File: config.mk
export PLATFORM = sky130hd
export DESIGN_NAME = mips_exec_ctrl
export DESIGN_NICKNAME = d
export VERILOG_FILES = /design/src/rtl/mips_exec_ctrl.sv
export SDC_FILE = /design/constraint.sdc
export NUM_CORES = 1
export LEC_CHECK = 0
export ABC_AREA = 1
export CAP_MARGIN = 20
export CORE_ASPECT_RATIO = 2
export CORE_MARGIN = 4
export CORE_UTILIZATION = 45
export DETAILED_ROUTE_END_ITERATION = 10
export GPL_TIMING_DRIVEN = 0
export PLACE_DENSITY = 0.74
export SETUP_SLACK_MARGIN = 0.1
export SLEW_MARGIN = 20
export SYNTH_ARGS = -nofsm -noshare
export SYNTH_HDL_FRONTEND = slang
export SYNTH_SLANG_ARGS = --single-unit
File: constraint.sdc
create_clock -name vclk -period 4.8
set_input_delay 0.96 -clock vclk [all_inputs]
set_output_delay 0.96 -clock vclk [all_outputs]
set_load 0.02 [all_outputs]
File: src/rtl/mips_exec_ctrl.sv
// Single-cycle MIPS main decoder, ALU control decoder and ALU; no backpressure (purely per-instruction).
// Latency: ALU_result/zero combinational, or one clock edge when ALU_RESULT_REG_EN is defined.
module mips_exec_ctrl #(
  parameter int DATA_W = 32
) (
  input  logic              clock,
  input  logic              reset,
  input  logic [5:0]        opcode,
  input  logic [5:0]        funct,
  input  logic [DATA_W-1:0] read_data1,
  input  logic [DATA_W-1:0] read_data2,
  input  logic [DATA_W-1:0] imm_ext,
  output logic              RegDst,
  output logic              Branch,
  output logic              MemRead,
  output logic              MemtoReg,
  output logic [1:0]        ALUop,
  output logic              MemWrite,
  output logic              ALUsrc,
  output logic              RegWrite,
  output logic [3:0]        alu_ctrl,
  output logic [DATA_W-1:0] ALU_result,
  output logic              zero
);

  typedef struct packed {
    logic       reg_dst;
    logic       alu_src;
    logic       mem_to_reg;
    logic       reg_write;
    logic       mem_read;
    logic       mem_write;
    logic       branch;
    logic [1:0] alu_op;
  } ctrl_t;

  localparam logic [5:0] OP_RTYPE = 6'b000000;
  localparam logic [5:0] OP_LW    = 6'b100011;
  localparam logic [5:0] OP_SW    = 6'b101011;
  localparam logic [5:0] OP_BEQ   = 6'b000100;
  localparam logic [5:0] OP_ADDI  = 6'b001000;

  localparam logic [3:0] ALU_AND = 4'b0000;
  localparam logic [3:0] ALU_OR  = 4'b0001;
  localparam logic [3:0] ALU_ADD = 4'b0010;
  localparam logic [3:0] ALU_SUB = 4'b0110;
  localparam logic [3:0] ALU_SLT = 4'b0111;
  localparam logic [3:0] ALU_NOR = 4'b1100;
  localparam logic [3:0] ALU_BAD = 4'b1111;

  ctrl_t             ctrl;
  logic [DATA_W-1:0] alu_b;
  logic [DATA_W-1:0] alu_comb;

  // Reset masks every strobe so nothing writes or branches during reset.
  always_comb begin
    ctrl = '0;
    if (!reset) begin
      case (opcode)
        OP_RTYPE: ctrl = '{1'b1, 1'b0, 1'b0, 1'b1, 1'b0, 1'b0, 1'b0, 2'b10};
        OP_LW:    ctrl = '{1'b0, 1'b1, 1'b1, 1'b1, 1'b1, 1'b0, 1'b0, 2'b00};
        OP_SW:    ctrl = '{1'b0, 1'b1, 1'b0, 1'b0, 1'b0, 1'b1, 1'b0, 2'b00};
        OP_BEQ:   ctrl = '{1'b0, 1'b0, 1'b0, 1'b0, 1'b0, 1'b0, 1'b1, 2'b01};
        OP_ADDI:  ctrl = '{1'b0, 1'b1, 1'b0, 1'b1, 1'b0, 1'b0, 1'b0, 2'b00};
        default:  ctrl = '0;
      endcase
    end
  end

  assign RegDst   = ctrl.reg_dst;
  assign ALUsrc   = ctrl.alu_src;
  assign MemtoReg = ctrl.mem_to_reg;
  assign RegWrite = ctrl.reg_write;
  assign MemRead  = ctrl.mem_read;
  assign MemWrite = ctrl.mem_write;
  assign Branch   = ctrl.branch;
  assign ALUop    = ctrl.alu_op;

  always_comb begin
    alu_ctrl = ALU_ADD;
    case (ctrl.alu_op)
      2'b00: alu_ctrl = ALU_ADD;
      2'b01: alu_ctrl = ALU_SUB;
      2'b11: alu_ctrl = ALU_ADD;
      default: begin
        case (funct)
          6'b100000: alu_ctrl = ALU_ADD;
          6'b100010: alu_ctrl = ALU_SUB;
          6'b100100: alu_ctrl = ALU_AND;
          6'b100101: alu_ctrl = ALU_OR;
          6'b101010: alu_ctrl = ALU_SLT;
          6'b100111: alu_ctrl = ALU_NOR;
          default:   alu_ctrl = ALU_BAD;
        endcase
      end
    endcase
  end

  assign alu_b = ctrl.alu_src ? imm_ext : read_data2;

  always_comb begin
    alu_comb = '0;
    case (alu_ctrl)
      ALU_AND: alu_comb = read_data1 & alu_b;
      ALU_OR:  alu_comb = read_data1 | alu_b;
      ALU_ADD: alu_comb = read_data1 + alu_b;
      ALU_SUB: alu_comb = read_data1 - alu_b;
      ALU_SLT: alu_comb = ($signed(read_data1) < $signed(alu_b)) ? DATA_W'(1) : '0;
      ALU_NOR: alu_comb = ~(read_data1 | alu_b);
      default: alu_comb = '0;
    endcase
  end

`ifdef ALU_RESULT_REG_EN
  always_ff @(posedge clock) begin
    if (reset) begin
      ALU_result <= '0;
      zero       <= 1'b1;
    end else begin
      ALU_result <= alu_comb;
      zero       <= ~|alu_comb;
    end
  end
`else
  assign ALU_result = alu_comb;
  assign zero       = ~|alu_comb;
`endif

endmodule

==> reports/metrics.csv, run 1 <==
metric,value,unit
status,"complete, but fails checks",
failing checks,setup timing,
final setup TNS,-4.46,ns
crit start category,input port,
Core ar.,16800,µm²
Initial Util,0.458,
CP max stage cell,ha_4,
post-synth cell types,34,
Final Cell Area,12700,µm²
DRC,0,
"Cell Count, Final, Fillers Out",2076,
WL/cell,21.1,µm
Final setup violation count,25,
Area contributors post-synth,"nand2_1 (28%), inv_1 (17%), ha_1 (17%)",
CP peak stage delay,0.37,ns
Leak,0.00683,µW
antenna-violating nets left,0,
Final WS setup,-0.745,ns
Die W,100,µm
"Seq/Total Area, Yosys",0,
CP dominant cell by count,nand2_1,
I/O pin count,156,
final hold violation count,0,
gpl congestion,1.05,
initial antenna violation count,0,
drt pass-1 iters,6,
ANT cells,0,
Hold Crit Depth,5,
Power per Cell Area,139,nW/µm²
Die ar.,19300,µm²
unrepaired setup endpoints after global routing,true,
Register Area,0,µm²
die height,193,µm
Max-Cap Viols,0,
post-synthesis instance total,1616,
min-delay worst type,in2out,
Avg Inst Size Synth,4.75,µm²
placed cells,1978,
cell row count,67,
P&R area growth vs syn,66.2,%
share of layout cells above drive strength 1,0.340,
vias per cell,5.61,
worst-path maximum fanout,8,
vias,11700,
vias in the first global route,11200,
Total GRT Usage,0.409,
total grt overflow,0,
Final nets,2087,
area share of the leading cell type in the synthesized netlist,0.281,
Slew HR,0.340,
cell area after synthesis,7670,µm²
measured slew at the worst slew-check pin,0.987,ns
IO Port Bufs,155,
Final period util,1.16,
Setup crit end kind,output pin,
Ys Warns,0,
Hold WS,2.82,ns
Worst VDD drop,0.000104,V
dpl hpwl,31.1,mm
Syn Nets,1832,
top cell type by total area after synthesis,nand2_1,
crit path kind,in2out,
initial DRC count,647,
clock buffer count,0,
min Tclk post-route,5.55,ns
Seq Cell Count,0,
pin count of the biggest net entering global routing,11,
Peak Freq,0.180,GHz
Worst EP arrival,4.59,ns
DP Area,9660,µm²
"Slew Viols, Final",0,
final WL,43.8,mm
wire length of the first global-routing pass,59.4,mm
CP required,3.84,ns
-- worst max-delay path, delay by kind of cell --
| family | cells | cell delay (ns) |
|---|---|---|
| buffers and inverters | 7 | 0.94 |
| and+or+nand+nor | 20 | 2.20 |
| AOI/OAI and AO/OA | 1 | 0.09 |
| adders and majority gates | 1 | 0.37 |
-- per-layer routing --
metal	track usage	up-vias	routed length (µm)
li1	-	5382	-
met1	0.332	5288	12900
met2	0.763	669	22000
met3	0.0630	313	2780
met4	0.450	0	6180
met5	0	-	0
-- cells in the mapped netlist --
cell and instances:
nor3_1 11, nor2_2 2, inv_1 350, o2111ai_1 1, fa_1 2, nand4_1 19
buf_6 2, o211ai_2 1, nand2_2 3, a21oi_1 46, nor3b_1 1, nand3b_1 3
nand4_2 1, a22oi_1 10, ha_1 104, and2_1 2, or2_0 1, o21bai_1 9
nor2_4 4, or2_1 1, nor4_1 1, o21ai_0 51, xor2_1 13, o211ai_1 1
inv_2 8, buf_4 4, nand3_1 138, nand2_1 574, buf_2 17, a31oi_1 1
nor2_1 206, xnor2_1 2, and3_1 4, clkbuf_1 23
-- cell type report --
cell class | count | area (µm²)
Buffer | 41 | 562
Fill cell | 1351 | 4020
Inverter | 358 | 1360
Multi-Input combinational cell | 1212 | 8180
Tap cell | 207 | 259
Timing Repair Buffer | 258 | 2390
-- metrics by stage --
step / setup WS (ns) / utilization / power, µW
floorplan: -0.125 / - / 731
detailed placement: -2.54 / 0.576 / 1200
global route: -0.864 / 0.760 / 1880
CTS: -0.424 / 0.709 / 1540
finish: -0.745 / 0.760 / 1780
global placement: -2.53 / 0.576 / 1190
-- layout by cell type, fill, tap and decap left out, types with 19 or more instances in the layout --
cell type        Yosys  layout
buf_6                2      29
ha_1               104      70
a21oi_2              0      22
nor2_1             206     132
nor2_4               4      44
inv_1              350     289
nand2_2              3     109
buf_4                4     103
a21oi_1             46      20
nand3_1            138      82
clkdlybuf4s50_1      0     115
nand3_2              0      43
inv_2                8      64
nand2_4              0      30
o21ai_2              0      19
nand2_1            574     437
nand4_1             19      19
nor2_2               2      36
ha_4                 0      30
-- power by group --
group | internal, µW | leakage [µW] | switching, µW
sequential | 0 | 0 | 0
combinational | 722 | 0.00683 | 1050
clock | 0 | 0 | 0
-- path summary, 6_finish.rpt --
check	slack (ns)	start	endpoint
worst max-delay path	-0.75	opcode[1]	zero
worst min-delay path	2.82	opcode[5]	RegDst
-- cells by family (layout without fill, tap and decap cells) --
family	count (synthesis)	in the layout	synth area share
adders and majority gates	106	106	0.175
buffers and inverters	404	657	0.204
AOI/OAI and AO/OA	120	120	0.0864
xor gates and xnor gates	15	15	0.0171
and+or+nand+nor	971	971	0.517
-- what timing repair did --
action	CTS	global route
pin swaps	114	67
setup endpoints to repair	33	32
gates cloned	8	1
buffers inserted	70	24
resized for setup	650	190
hold buffers	0	0
No activity file was read; power rests on OpenSTA's default activity.
==> run 2, diff against run 1 <==
Settings changed: CORE_UTILIZATION 45 to 35, PLACE_DENSITY 0.74 to 0.56.
==> reports/metrics.csv, run 2 (synthesis results as in run 1) <==
metric,value,unit
total grt overflow,0,
crit path kind,in2out,
min Tclk post-route,5.34,ns
crit-path leading delay family,simple AND/OR/NAND/NOR gates,
"commonest non-fill, non-tap cells in the layout","nand2_1 (420), inv_1 (277), nor2_1 (120)",
DRC,0,
met1 wire length,13.0,mm
final hold violation count,0,
Total GRT Usage,0.324,
Worst VDD drop,0.0000985,V
hold path startpoint,opcode[2],
drt pass-1 iters,5,
CP required,3.84,ns
antenna-violating nets left,0,
Register Area,0,µm²
DR top layer,met4,
gpl congestion,1.03,
Core ar.,21600,µm²
Peak Freq,0.187,GHz
WL/cell,19.8,µm
hold path endpoint,MemWrite,
cts hold-fix bufs,0,
Reg power frac,0,
die height,217,µm
"commonest non-fill, non-tap cell in the layout",nand2_1,
share of layout cells above drive strength 1,0.377,
vias in the first global route,10900,
ANT cells,0,
Seq Cell Count,0,
Setup crit end kind,output pin,
pin count of the biggest net entering global routing,11,
Die ar.,24500,µm²
Final WS setup,-0.538,ns
initial antenna violation count,0,
Sw Pwr,1080,µW
Hold WS,2.72,ns
initial DRC count,462,
min-delay worst type,in2out,
I/O pin count,156,
vias per cell,5.09,
IO Port Bufs,155,
"Slew Viols, Final",0,
Int Pwr,782,µW
Final setup violation count,10,
Sw Share,0.580,
wire length of the first global-routing pass,60.2,mm
failing checks,setup timing,
status,"complete, but fails checks",
final setup TNS,-1.72,ns
Comb pwr share,1.000,
vias,10900,
CP max stage cell,fa_2,
Leak,0.00703,µW
unrepaired setup endpoints after global routing,true,
clock buffer count,0,
crit start category,input port,
Worst EP arrival,4.38,ns
P&R area growth vs syn,75.6,%
Die W,113,µm
Max-Cap Viols,0,
met2 routed WL,23.5,mm
CP peak stage delay,0.38,ns
dpl hpwl,34.1,mm
Initial Util,0.355,
final WL,42.6,mm
cell row count,76,
routed length on met3,1.23,mm
measured slew at the worst slew-check pin,0.987,ns
Slew HR,0.340,
Final nets,2093,
Final period util,1.11,
worst-path maximum fanout,8,
clock power share,0,
Hold Crit Depth,5,
Power per Cell Area,138,nW/µm²
CP Buf/Inv Count,5,
[run 2: cell types whose count changed in the layout (fill, tap and decap cells not counted), sizes merged]
cell           previous run  this run
buf                     165       172
clkdlybuf4s15             2         0
clkbuf                   16        17
clkinvlp                  1         2
inv                     357       356
[run 2: layout make-up]
cell class / instances / area [µm²]
multi-input combinational: 1212 / 8640
fill: 2206 / 8120
timing repair buffer: 264 / 2530
inverter: 358 / 1370
buffer: 41 / 582
tap: 273 / 342
[run 2: power by group through the flow]
stage               clock network, µW  registers, µW  logic (µW)
detailed placement                  0              0        1230
finish                              0              0        1860
floorplan                           0              0         731
global route                        0              0        1990
CTS                                 0              0        1580
global placement                    0              0        1220
[run 2: what timing repair did]
action / in CTS / in global routing
buffers inserted: 64 / 38
hold endpoints to repair: 0 / 0
resized for setup: 666 / 314
endpoints found under the setup margin: 33 / 32
gates cloned: 6 / 1
pin swaps: 105 / 112
[run 2: metal layers]
layer / track usage / vias to the layer above
met5: 0 / -
met4: 0.282 / 0
li1: - / 5374
met1: 0.274 / 5013
met3: 0.0184 / 191
met2: 0.653 / 357
[run 2: how the worst max path moves through the flow]
stage | from | endpoint | cells past startpoint
final | reset | zero | 27
after global routing | reset | zero | 29
after CTS | opcode[2] | zero | 29
after detailed placement | opcode[5] | zero | 30
after global placement | opcode[5] | zero | 30
after floorplan | opcode[5] | zero | 30
[run 2: per-stage QoR]
stage	util	worst slack, ns	total power, µW	cell area [µm²]	std cells
finish	0.624	-0.538	1860	13500	2148
CTS	0.556	-0.483	1580	12000	2109
global route	0.624	-0.685	1990	13500	2148
global placement	0.451	-2.72	1220	9740	2044
floorplan	-	-0.125	731	7850	1616
detailed placement	0.451	-2.69	1230	9740	2044
